[config.mk]
export PLATFORM = sky130hd
export DESIGN_NAME = mem_access_unit
export DESIGN_NICKNAME = d
export VERILOG_FILES = /design/src/rtl/mem_access_unit.sv
export SDC_FILE = /design/constraint.sdc
export NUM_CORES = 1
export LEC_CHECK = 0
export ABC_AREA = 1
export ABC_CLOCK_PERIOD_IN_PS = 4300
export BUFFER_PORTS_ARGS = -buffer_cell sky130_fd_sc_hd__buf_2
export CAP_MARGIN = 25
export CELL_PAD_IN_SITES_DETAIL_PLACEMENT = 1
export CELL_PAD_IN_SITES_GLOBAL_PLACEMENT = 1
export CORE_MARGIN = 5
export CORE_UTILIZATION = 35
export DETAILED_ROUTE_END_ITERATION = 10
export MAX_ROUTING_LAYER = met4
export PLACE_DENSITY = 0.9
export SYNTH_ARGS = -nofsm -noshare
export SYNTH_HDL_FRONTEND = slang
export SYNTH_SLANG_ARGS = --single-unit
[constraint.sdc]
create_clock -name clk -period 4.3 [get_ports clk]
set_input_delay 0.86 -clock clk [delete_from_list [all_inputs] [get_ports clk]]
set_output_delay 0.86 -clock clk [all_outputs]
set_load 0.005 [all_outputs]
[src/rtl/mem_access_unit.sv]
// Memory stage: drives a byte-enabled synchronous data RAM from the M register,
// splits misaligned half/word accesses over two cycles and holds the W register.
module mem_access_unit #(
  parameter int DATA_WIDTH = 32,
  parameter int ROM_WIDTH  = 12,
  parameter int RF_WIDTH   = 5,
  parameter int ADDR_WIDTH = 10
) (
  input  logic                  clk,
  input  logic                  rstn,
  input  logic                  regWriteM,
  input  logic [1:0]            resultSelM,
  input  logic                  memWriteM,
  input  logic [2:0]            memCtrlM,
  input  logic [DATA_WIDTH-1:0] aluResultM,
  input  logic [DATA_WIDTH-1:0] memDinM,
  input  logic [RF_WIDTH-1:0]   regAddr3M,
  input  logic [ROM_WIDTH-1:0]  pcM,
  input  logic [DATA_WIDTH-1:0] immExtM,
  output logic                  stallM,
  output logic                  ramEn,
  output logic                  ramWe,
  output logic [3:0]            ramBe,
  output logic [ADDR_WIDTH-1:0] ramAddr,
  output logic [DATA_WIDTH-1:0] ramWdata,
  input  logic [DATA_WIDTH-1:0] ramRdata,
  output logic                  regWriteW,
  output logic [1:0]            resultSelW,
  output logic [DATA_WIDTH-1:0] aluResultW,
  output logic [DATA_WIDTH-1:0] readDataW,
  output logic [RF_WIDTH-1:0]   regAddr3W,
  output logic [ROM_WIDTH-1:0]  pcW,
  output logic [DATA_WIDTH-1:0] immExtW
);

  typedef enum logic {
    IDLE  = 1'b0,
    SPLIT = 1'b1
  } state_t;

  state_t state;

  logic                    is_load;
  logic                    active;
  logic [1:0]              off;
  logic [1:0]              width;
  logic                    misaligned;
  logic                    split_req;
  logic                    w_load;
  logic [3:0]              base_mask;
  logic [7:0]              mask8;
  logic [2*DATA_WIDTH-1:0] wdata64;
  logic [ADDR_WIDTH-1:0]   word_addr;

  logic [DATA_WIDTH-1:0]   low_buf;
  logic [1:0]              off_w;
  logic [1:0]              width_w;
  logic                    unsigned_w;
  logic                    split_w;

  logic [2*DATA_WIDTH-1:0] assembled;
  logic [2*DATA_WIDTH-1:0] shifted;
  logic                    unused_bits;

  // ---------------------------------------------------------------------------
  // Request decode and byte-lane mapping
  // ---------------------------------------------------------------------------
  assign is_load    = (resultSelM == 2'b01);
  assign active     = is_load | memWriteM;
  assign off        = aluResultM[1:0];
  assign width      = memCtrlM[1:0];
  assign misaligned = ((width == 2'b01) && (off == 2'b11)) ||
                      (width[1] && (off != 2'b00));
  assign split_req  = active && misaligned;
  assign word_addr  = aluResultM[ADDR_WIDTH+1:2];

  always_comb begin
    unique case (width)
      2'b00:   base_mask = 4'b0001;
      2'b01:   base_mask = 4'b0011;
      default: base_mask = 4'b1111;
    endcase
  end

  assign mask8   = {4'b0000, base_mask} << off;
  assign wdata64 = {{DATA_WIDTH{1'b0}}, memDinM} << {off, 3'b000};

  // ---------------------------------------------------------------------------
  // RAM port and stall, combinational from state and the M register
  // ---------------------------------------------------------------------------
  always_comb begin
    // NOTE: every output gets a default first so no path through the case
    // leaves a value unassigned and infers a latch.
    ramEn    = 1'b0;
    ramWe    = 1'b0;
    ramBe    = 4'b0000;
    ramAddr  = word_addr;
    ramWdata = wdata64[DATA_WIDTH-1:0];
    stallM   = 1'b0;
    unique case (state)
      IDLE: begin
        if (active) begin
          ramEn  = 1'b1;
          ramWe  = memWriteM;
          ramBe  = mask8[3:0];
          stallM = misaligned;
        end
      end
      SPLIT: begin
        // Execute is stalled, so the M inputs still describe the same access.
        ramAddr  = word_addr + ADDR_WIDTH'(1);
        ramWdata = wdata64[2*DATA_WIDTH-1:DATA_WIDTH];
        if (active && (mask8[7:4] != 4'b0000)) begin
          ramEn = 1'b1;
          ramWe = memWriteM;
          ramBe = mask8[7:4];
        end
      end
      default: ;
    endcase
  end

  // ---------------------------------------------------------------------------
  // State machine and W register
  // ---------------------------------------------------------------------------
  // The first cycle of a split puts a bubble in W; every other cycle loads M.
  assign w_load = (state == SPLIT) || !split_req;

  always_ff @(posedge clk or negedge rstn) begin
    if (!rstn) begin
      state      <= IDLE;
      low_buf    <= '0;
      off_w      <= 2'b00;
      width_w    <= 2'b00;
      unsigned_w <= 1'b0;
      split_w    <= 1'b0;
      regWriteW  <= 1'b0;
      resultSelW <= 2'b00;
      aluResultW <= '0;
      regAddr3W  <= '0;
      pcW        <= '0;
      immExtW    <= '0;
    end else begin
      // NOTE: state registers use non-blocking assignments so every flop
      // samples its inputs from before the edge, independent of statement order.
      state <= (state == IDLE && split_req) ? SPLIT : IDLE;

      if (state == SPLIT && is_load) begin
        low_buf <= ramRdata;
      end

      if (w_load) begin
        regWriteW  <= regWriteM;
        resultSelW <= resultSelM;
        aluResultW <= aluResultM;
        regAddr3W  <= regAddr3M;
        pcW        <= pcM;
        immExtW    <= immExtM;
        off_w      <= off;
        width_w    <= width;
        unsigned_w <= memCtrlM[2];
        split_w    <= (state == SPLIT);
      end else begin
        regWriteW  <= 1'b0;
        resultSelW <= 2'b00;
      end
    end
  end

  // ---------------------------------------------------------------------------
  // Load formatting: align, select width, extend
  // ---------------------------------------------------------------------------
  assign assembled = split_w ? {ramRdata, low_buf} : {{DATA_WIDTH{1'b0}}, ramRdata};
  assign shifted   = assembled >> {off_w, 3'b000};

  always_comb begin
    unique case (width_w)
      2'b00:   readDataW = {{(DATA_WIDTH-8){~unsigned_w & shifted[7]}}, shifted[7:0]};
      2'b01:   readDataW = {{(DATA_WIDTH-16){~unsigned_w & shifted[15]}}, shifted[15:0]};
      default: readDataW = shifted[DATA_WIDTH-1:0];
    endcase
  end

  // Address bits above the RAM range and the discarded top half of the shift.
  assign unused_bits = ^{aluResultM[DATA_WIDTH-1:ADDR_WIDTH+2],
                         shifted[2*DATA_WIDTH-1:DATA_WIDTH]};

endmodule

==> flow_metrics.py, run 1 <==
metrics = {
    "place": {
        "io_buffers": 318,
        "post-dp-hpwl_um": 21100,
        "gp_congestion": 0.904,
        "pre_cts_slack_ps": 1020,
        "dp_cells": 1548,
        "dpl_cell_area_um2": 8790,
    },
    "floorplanning": {
        "coreArea_um2": 20000,
        "dieArea_um2": 23100,
        "io_pins": 319,
        "die_h_um": 152,
        "rows": 52,
        "die_w_um": 152,
        "start_util": 0.353,
    },
    "power": {
        "cellLeakagePower_nw": 5.22,
        "finalPower_mw": 3.90,
        "p_per_area_nw_per_um2": 415,
        "swShare": 0.350,
        "ir_drop_mv": 0.257,
        "combPwrFrac": 0.269,
        "p_int_mw": 2.53,
        "seqPwrFrac": 0.363,
        "pwr-share-clk": 0.368,
        "p_sw_mw": 1.37,
    },
    "sta": {
        "worst_slew_pin_slew_ps": 900,
        "finalCritPeriodShare": 0.852,
        "slew_headroom": 0.400,
        "drv_slew": 0,
        "whs_ps": 456,
        "hold_viol": 0,
        "setup_viol": 0,
        "skew_ps": 15.2,
        "fin_crit_ps": 3660,
        "fin_setup_tns_ps": 0,
        "timing.final.ws_setup_ps": 637,
        "fmax_mhz": 273,
        "rsz0062_at_grt": "no",
    },
    "critical_path": {
        "critPathCapture": "readDataW[18]",
        "crit_chain": "clkinv_1 -> nand3_1 -> nand3_1 -> nand2_1 -> nand2_1 -> nand3_1 -> buf_2",
        "timing.rr.end": "aluResultW[28]",
        "critPathKind": "flop to output pin",
        "setup.worst_path.start": "aluResultW[0]",
        "cpMaxStageDelayCell": "dfrtp_1",
        "critical_path_peak_fanout": 24,
        "ff2ff_setup_slack_ps": 1930,
        "crit_path_frequent_cell": "nand3_1",
        "required_ps": 3440,
        "cp-start-kind": "flop",
        "reg2regPathDepth": 7,
        "r2r-start": "state",
        "cpPeakStageDelay_ps": 570,
        "crit_arrival_ps": 2800,
        "endpoint_kind": "output pin",
    },
    "grt": {
        "track_usage": 0.248,
        "first_global_vias": 8544,
        "grt_max_degree": 90,
        "antenna_found_initial": 7,
        "grt_pass1_wl_um": 45500,
        "overflow": 0,
    },
    "clock_tree": {
        "cts_buffer_depth": 2,
        "cts-resized-gates": 0,
        "clock_sinks": 121,
        "clk_pin_slew_ps": 60,
        "cts_tree": "done",
        "htreeDepth": 4,
        "hold_buffers": 0,
        "root_buffer": "clkbuf_16",
        "numCtsBuffers": 17,
        "clk_latency_ps": 420,
        "post_cts_buffers": 0,
    },
    "yosys": {
        "ys_types": 27,
        "synthXorXnorAreaFrac": 0.0111,
        "synth_nets": 1171,
        "yosys_warnings": 0,
        "ys_seq_elements": 121,
        "ys_seq_area_frac": 0.428,
        "synth.area.mux_share": 0.0258,
        "netlist_area_um2": 7070,
        "synthAdderAreaFrac": 0.00177,
        "synthCells": 1016,
        "synthSimpleGateAreaFrac": 0.315,
        "synth_compound_area_frac": 0.140,
        "avgSynthCellArea_um2": 6.96,
        "synth_top_family_by_area": "simple AND/OR/NAND/NOR gates",
    },
    "drt": {
        "avgViaCountPerCell": 5.18,
        "drtPass1Iterations": 5,
        "ant_nets": 0,
        "routed_wl_um": 28500,
        "drc": 0,
        "drtIter0Drc": 522,
        "vias": 8219,
        "post_drt_wl_per_cell_um": 17.9,
    },
    "status": {
        "status": "finished, final reports clean",
    },
    "layout": {
        "layout-drive-gt1-share": 0.285,
        "nets": 1452,
        "mostFrequentLayoutCells": "nand2_1, buf_2, dfrtp_1",
        "mostFrequentLayoutCell": "nand2_1",
        "area_delta_synth_final_pct": 32.8,
        "final_util": 0.469,
        "stdcell_area_um2": 9390,
        "fin_cells": 1587,
    },
    "job": {
        "drv_cap": 0,
    },
    "min_path": {
        "hold_class": "input pin to async pin",
    },
}
-- flip-flops by register name, indices dropped and copies added (netlist names) --
register	count
width_w	2
regWriteW	1
split_w	1
aluResultW	32
low_buf	32
state	1
unsigned_w	1
resultSelW	2
regAddr3W	5
immExtW	32
pcW	12
-- routing by layer --
metal  routed length, um  up-vias  track usage
met5                   0        -            -
met4                 833        0       0.0882
met3                1830       53       0.0574
met2               14200      305        0.419
met1               11600     3993        0.290
li1                    -     3868            -
-- how the worst min path moves through the flow --
| stage | startpoint | to | slack [ps] | cells past startpoint |
|---|---|---|---|---|
| floorplan | low_buf[15] | low_buf[15] | 450 | 2 |
| global placement | immExtW[28] | immExtW[28] | 450 | 2 |
| detailed placement | aluResultW[21] | aluResultW[21] | 450 | 2 |
| CTS | aluResultW[21] | aluResultW[21] | 470 | 2 |
| global route | aluResultW[5] | aluResultW[5] | 490 | 2 |
| finish | rstn | low_buf[20] | 460 | 1 |
-- logic make-up after synthesis --
group | Yosys count
AOI/OAI and AO/OA | 175
xor gates and xnor gates | 9
adders and majority gates | 1
buffers and inverters | 132
DFF | 121
muxes | 18
and+or+nand+nor | 560
-- cell usage after synthesis (all sizes together) --
cell type	number	area (um2)
o221ai	8	70.1
ha	1	12.5
nor3	2	10.0
o211ai	15	113
xor2	5	43.8
nand4	3	18.8
inv	63	236
a21oi	13	65.1
clkinv	2	7.51
a31oi	11	68.8
buf	37	198
o21ai	110	558
nor2	17	63.8
dfrtp	121	3030
mux2i	16	160
nand3	90	450
nand2	448	1680
o22ai	18	113
mux2	2	22.5
clkbuf	30	113
xnor2	4	35.0
-- power groups by stage --
stage / Clock, mW / Sequential, mW / Combinational (mW)
after floorplan: 0 / 1.41 / 0.570
after global placement: 0 / 1.42 / 1.01
after detailed placement: 0 / 1.43 / 1.05
after CTS: 1.47 / 1.42 / 1.06
after global routing: 1.52 / 1.44 / 1.18
final: 1.43 / 1.42 / 1.05
-- area by class of cell --
cell class	count	area, um2
Inverter	65	244
Clock inverter	15	156
Sequential cell	121	3030
Fill cell	2694	10600
Tap cell	270	338
Multi-Input combinational cell	763	3490
Clock buffer	17	425
Antenna cell	7	17.5
Timing Repair Buffer	329	1690
-- worst max-delay path, delay by kind of cell (launching register included) --
kind,cells,cell delay (ps)
simple gates,5,1220
buf+inv,2,590
flops,1,570
Power figures use the tool's default switching activity.
==> inputs of run 2 (changes only) <==
--- a/config.mk
+++ b/config.mk
@@ -14,6 +14,7 @@
 export CORE_MARGIN = 5
-export CORE_UTILIZATION = 35
+export CORE_UTILIZATION = 36
+export CTS_BUF_LIST = sky130_fd_sc_hd__clkbuf_4 sky130_fd_sc_hd__clkbuf_8
 export DETAILED_ROUTE_END_ITERATION = 10
 export MAX_ROUTING_LAYER = met4
-export PLACE_DENSITY = 0.9
+export PLACE_DENSITY = 0.92
 export SYNTH_ARGS = -nofsm -noshare
==> constraint.sdc (replaced) <==
create_clock -name clk -period 4.3 [get_ports clk]
set_input_delay 0.215 -clock clk [delete_from_list [all_inputs] [get_ports clk]]
set_output_delay 0.215 -clock clk [all_outputs]
set_load 0.005 [all_outputs]
==> flow_metrics.py, run 2 (synthesized netlist as in run 1, its figures left out) <==
metrics = {
    "status": {
        "status": "finished, final reports clean",
    },
    "floorplanning": {
        "start_util": 0.364,
        "die_h_um": 150,
        "die_w_um": 150,
        "rows": 51,
        "io_pins": 319,
        "dieArea_um2": 22500,
        "coreArea_um2": 19400,
    },
    "drt": {
        "vias": 8776,
        "ant_nets": 0,
        "routed_wl_um": 32900,
        "drtPass1Iterations": 5,
        "post_drt_wl_per_cell_um": 19.9,
        "avgViaCountPerCell": 5.32,
        "drtIter0Drc": 639,
        "drc": 0,
    },
    "grt": {
        "overflow": 0,
        "grt_max_degree": 93,
        "grt_pass1_wl_um": 50700,
        "first_global_vias": 9225,
        "track_usage": 0.296,
        "antenna_found_initial": 4,
    },
    "power": {
        "swShare": 0.363,
        "ir_drop_mv": 0.195,
        "p_int_mw": 2.32,
        "seqPwrFrac": 0.391,
        "p_per_area_nw_per_um2": 367,
        "cellLeakagePower_nw": 5.45,
        "combPwrFrac": 0.310,
        "pwr-share-clk": 0.299,
        "p_sw_mw": 1.32,
    },
    "clock_tree": {
        "cts_tree": "done",
        "root_buffer": "clkbuf_8",
        "numCtsBuffers": 17,
        "cts_buffer_depth": 2,
        "clk_pin_slew_ps": 80,
        "htreeDepth": 4,
        "clk_latency_ps": 450,
        "clock_sinks": 121,
    },
    "sta": {
        "fmax_mhz": 310,
        "worst_slew_pin_slew_ps": 933,
        "drv_slew": 0,
        "whs_ps": 35.2,
        "fin_setup_tns_ps": 0,
        "skew_ps": 26.8,
        "finalCritPeriodShare": 0.751,
        "timing.final.ws_setup_ps": 1070,
        "setup_viol": 0,
        "slew_headroom": 0.378,
        "fin_crit_ps": 3230,
        "hold_viol": 0,
        "rsz0062_at_grt": "no",
    },
    "min_path": {
        "hold_class": "input pin to flop",
        "whs_path_depth": 3,
        "hold_start": "memCtrlM[2]",
        "hold_path_end": "unsigned_w",
    },
    "critical_path": {
        "required_ps": 4090,
        "ff2ff_setup_slack_ps": 1900,
        "timing.rr.end": "aluResultW[25]",
        "critPathKind": "flop to output pin",
        "reg2regPathDepth": 7,
        "endpoint_kind": "output pin",
        "r2r-start": "state",
        "cp-start-kind": "flop",
        "critical_path_peak_fanout": 92,
        "crit_arrival_ps": 3020,
    },
    "layout": {
        "fin_cells": 1650,
        "mostFrequentLayoutCells": "nand2_1, buf_2, dfrtp_1",
        "area_delta_synth_final_pct": 40.4,
        "layout-drive-gt1-share": 0.272,
        "mostFrequentLayoutCell": "nand2_1",
        "fill_cells": 2573,
        "reg_top3": "aluResultW x32, immExtW x32, low_buf x32",
        "nets": 1522,
    },
    "place": {
        "io_buffers": 318,
        "dp_cells": 1544,
        "pre_cts_slack_ps": 1490,
        "gp_congestion": 0.912,
        "post-dp-hpwl_um": 21200,
    },
    "job": {
        "drv_cap": 0,
    },
}
[run 2: stage by stage]
stage,total power [mW],util,instance area [um2]
CTS,3.62,0.510,9890
detailed placement,2.48,0.453,8790
finish,3.65,0.512,9930
global route,3.86,0.512,9930
global placement,2.43,0.452,8770
floorplan,1.98,-,7070
[run 2: area by class of cell]
class,count,area [um2],area share
clock inverters,12,139,0.0140
clock buffers,20,275,0.0277
inverters,65,244,0.0246
multi-input cells,763,3490,0.352
well taps,265,332,0.0334
diodes,5,12.5,0.00126
flip-flops and latches,121,3030,0.305
repair buffers,399,2400,0.242
[run 2: critical path, cell delays in order (launching register included)]
cell and delay, ps:
dfrtp_2 560, buf_4 690, nand2_1 100, nand3_1 110
nand3_1 90, nand2_1 80, nand2_1 500, nand3_1 290
buf_2 140
[run 2: worst max-delay path by stage]
| stage | slack (ps) | to | depth (start not counted) | from |
|---|---|---|---|---|
| after floorplan | 2780 | readDataW[12] | 7 | aluResultW[0] |
| after global placement | 1630 | readDataW[20] | 8 | split_w |
| after CTS | 1000 | readDataW[16] | 8 | split_w |
| after detailed placement | 1490 | readDataW[16] | 8 | split_w |
| final | 1070 | readDataW[16] | 8 | split_w |
| after global routing | 740 | readDataW[16] | 8 | split_w |
[run 2: layer usage]
metal	GRT usage	wire length [um]
met1	0.346	12800
met2	0.484	16300
met3	0.0662	2370
met4	0.145	1440
met5	-	0
[run 2: what timing repair did]
action / CTS / global route
gates resized for setup: 0 / 0
buffers inserted: 0 / 0
hold buffers: 68 / 0
endpoints found under the hold margin: 74 / 0
endpoints found under the setup margin: 0 / 0
[run 2: power by group through the flow]
stage / clock, mW / sequential [mW] / combinational [mW]
after floorplan: 0 / 1.41 / 0.570
after global placement: 0 / 1.42 / 1.00
after detailed placement: 0 / 1.43 / 1.05
after CTS: 1.10 / 1.41 / 1.10
after global routing: 1.17 / 1.45 / 1.25
final: 1.09 / 1.43 / 1.13
==> inputs of run 3 (changes only) <==
Settings changed: ABC_CLOCK_PERIOD_IN_PS 4300 to 3100, CORE_UTILIZATION 36 to 33, PLACE_DENSITY 0.92 to 0.85.
Clock period 4.3 ns to 3.1 ns, I/O delays scaled along.
==> flow_metrics.py, run 3 (synthesized netlist as in run 1, its figures left out) <==
metrics = {
    "floorplanning": {
        "rows": 53,
        "die_h_um": 156,
        "coreArea_um2": 21100,
        "io_pins": 319,
        "die_w_um": 156,
        "start_util": 0.335,
        "dieArea_um2": 24500,
    },
    "clock_tree": {
        "clk_latency_ps": 450,
        "root_buffer": "clkbuf_8",
        "clock_sinks": 121,
        "post_cts_buffers": 0,
        "cts_tree": "done",
        "htreeDepth": 4,
        "numCtsBuffers": 17,
        "clk_pin_slew_ps": 80,
        "cts_buffer_depth": 2,
    },
    "critical_path": {
        "critical_path_peak_fanout": 38,
        "ff2ff_setup_slack_ps": 730,
        "crit_arrival_ps": 2430,
        "r2r-start": "state",
        "cp-start-kind": "flop",
        "timing.rr.end": "aluResultW[11]",
        "reg2regPathDepth": 7,
        "cpMaxStageDelayCell": "nand4_1",
        "required_ps": 2940,
        "cpPeakStageDelay_ps": 510,
        "crit_path_frequent_cell": "nand3_1",
        "critPathBufInv": 2,
        "crit_chain": "buf_4 -> nand3_1 -> nand3_1 -> nand4_1 -> nand3_1 -> buf_2",
        "cp_top_family": "simple AND/OR/NAND/NOR gates",
        "critPathKind": "flop to output pin",
        "endpoint_kind": "output pin",
    },
    "layout": {
        "final_util": 0.486,
        "mostFrequentLayoutCell": "nand2_1",
        "reg_top3": "aluResultW x32, immExtW x32, low_buf x32",
        "fin_cells": 1691,
        "mostFrequentLayoutCells": "nand2_1, buf_2, dfrtp_1",
        "area_delta_synth_final_pct": 45.0,
        "layout-drive-gt1-share": 0.267,
        "fill_cells": 2744,
        "nets": 1556,
    },
    "min_path": {
        "whs_path_depth": 3,
        "hold_class": "input pin to flop",
        "hold_start": "ramRdata[2]",
        "hold_path_end": "low_buf[2]",
    },
    "place": {
        "post-dp-hpwl_um": 20300,
        "gp_congestion": 0.906,
        "dp_cells": 1557,
        "io_buffers": 318,
    },
    "sta": {
        "finalCritPeriodShare": 0.835,
        "fin_setup_tns_ps": 0,
        "worst_slew_pin_slew_ps": 925,
        "hold_viol": 0,
        "slew_headroom": 0.383,
        "rsz0062_at_grt": "no",
        "drv_slew": 0,
        "skew_ps": 19.7,
        "fmax_mhz": 387,
        "setup_viol": 0,
        "fin_crit_ps": 2590,
    },
    "power": {
        "ir_drop_mv": 0.293,
        "p_per_area_nw_per_um2": 495,
        "finalPower_mw": 5.07,
        "cellLeakagePower_nw": 5.58,
    },
    "drt": {
        "routed_wl_um": 32200,
        "post_drt_wl_per_cell_um": 19.0,
        "drtPass1Iterations": 4,
        "avgViaCountPerCell": 5.19,
        "ant_nets": 0,
        "vias": 8770,
        "drc": 0,
        "drtIter0Drc": 441,
    },
    "grt": {
        "antenna_found_initial": 1,
        "first_global_vias": 9394,
        "overflow": 0,
        "grt_max_degree": 90,
        "grt_pass1_wl_um": 51000,
        "track_usage": 0.269,
    },
    "status": {
        "status": "finished, final reports clean",
    },
    "job": {
        "drv_cap": 0,
    },
}
[run 3: cell count changes in the layout (fill, tap and decap cells not counted), sizes merged]
cell         before  now
clkinv            5    3
clkbuf           20   18
inv              66   70
dlygate4sd3      68  100
buf             331  333
diode             5    2
[run 3: where the power goes]
| group | leakage, nW | switching [mW] | internal (mW) |
|---|---|---|---|
| Clock | 0.193 | 0.757 | 0.745 |
| Sequential | 1.46 | 0.156 | 1.81 |
| Combinational | 3.92 | 0.950 | 0.653 |
[run 3: per-stage QoR]
stage / cell area (um2) / setup slack (ps) / hold WS [ps]
after floorplan: 7070 / 1640 / -141
after global placement: 8840 / 883 / 318
after detailed placement: 8840 / 794 / 328
after CTS: 10200 / 487 / 1.66
after global routing: 10200 / 247 / 30.2
final: 10300 / 513 / 41.1
[run 3: final cells by class]
| cell class | count | area, um2 | share of cell area |
|---|---|---|---|
| inverters | 65 | 244 | 0.0238 |
| multi-input cells | 763 | 3490 | 0.341 |
| diodes | 2 | 5.00 | 0.000488 |
| clock inverters | 14 | 163 | 0.0159 |
| clock buffers | 18 | 241 | 0.0236 |
| well taps | 275 | 344 | 0.0336 |
| flip-flops and latches | 121 | 3030 | 0.295 |
| repair buffers | 433 | 2730 | 0.267 |
[run 3: metal layers]
layer	wire, um	track usage
met2	15500	0.431
met5	0	-
met1	13000	0.325
met3	2360	0.0639
met4	1350	0.116
[run 3: worst max path at each step]
stage                  startpoint            end  depth (start not counted)
floorplan           aluResultW[0]  readDataW[12]                          7
CTS                 aluResultW[0]  readDataW[23]                          6
detailed placement          state     width_w[1]                          6
global route        aluResultW[0]  readDataW[24]                          6
global placement            state  aluResultW[1]                          6
finish              aluResultW[0]  readDataW[29]                          6
[run 3: timing repair]
action,in CTS,in global routing
hold buffers,100,0
setup endpoints to repair,0,0
hold endpoints to repair,156,0
gates resized for setup,0,0
[run 3: worst reg2reg max path: cells and delay by family (launching register included)]
kind / cells / cell delay, ps
flip-flops: 1 / 640
AND/OR/NAND/NOR: 4 / 720
buffers and inverters: 3 / 960
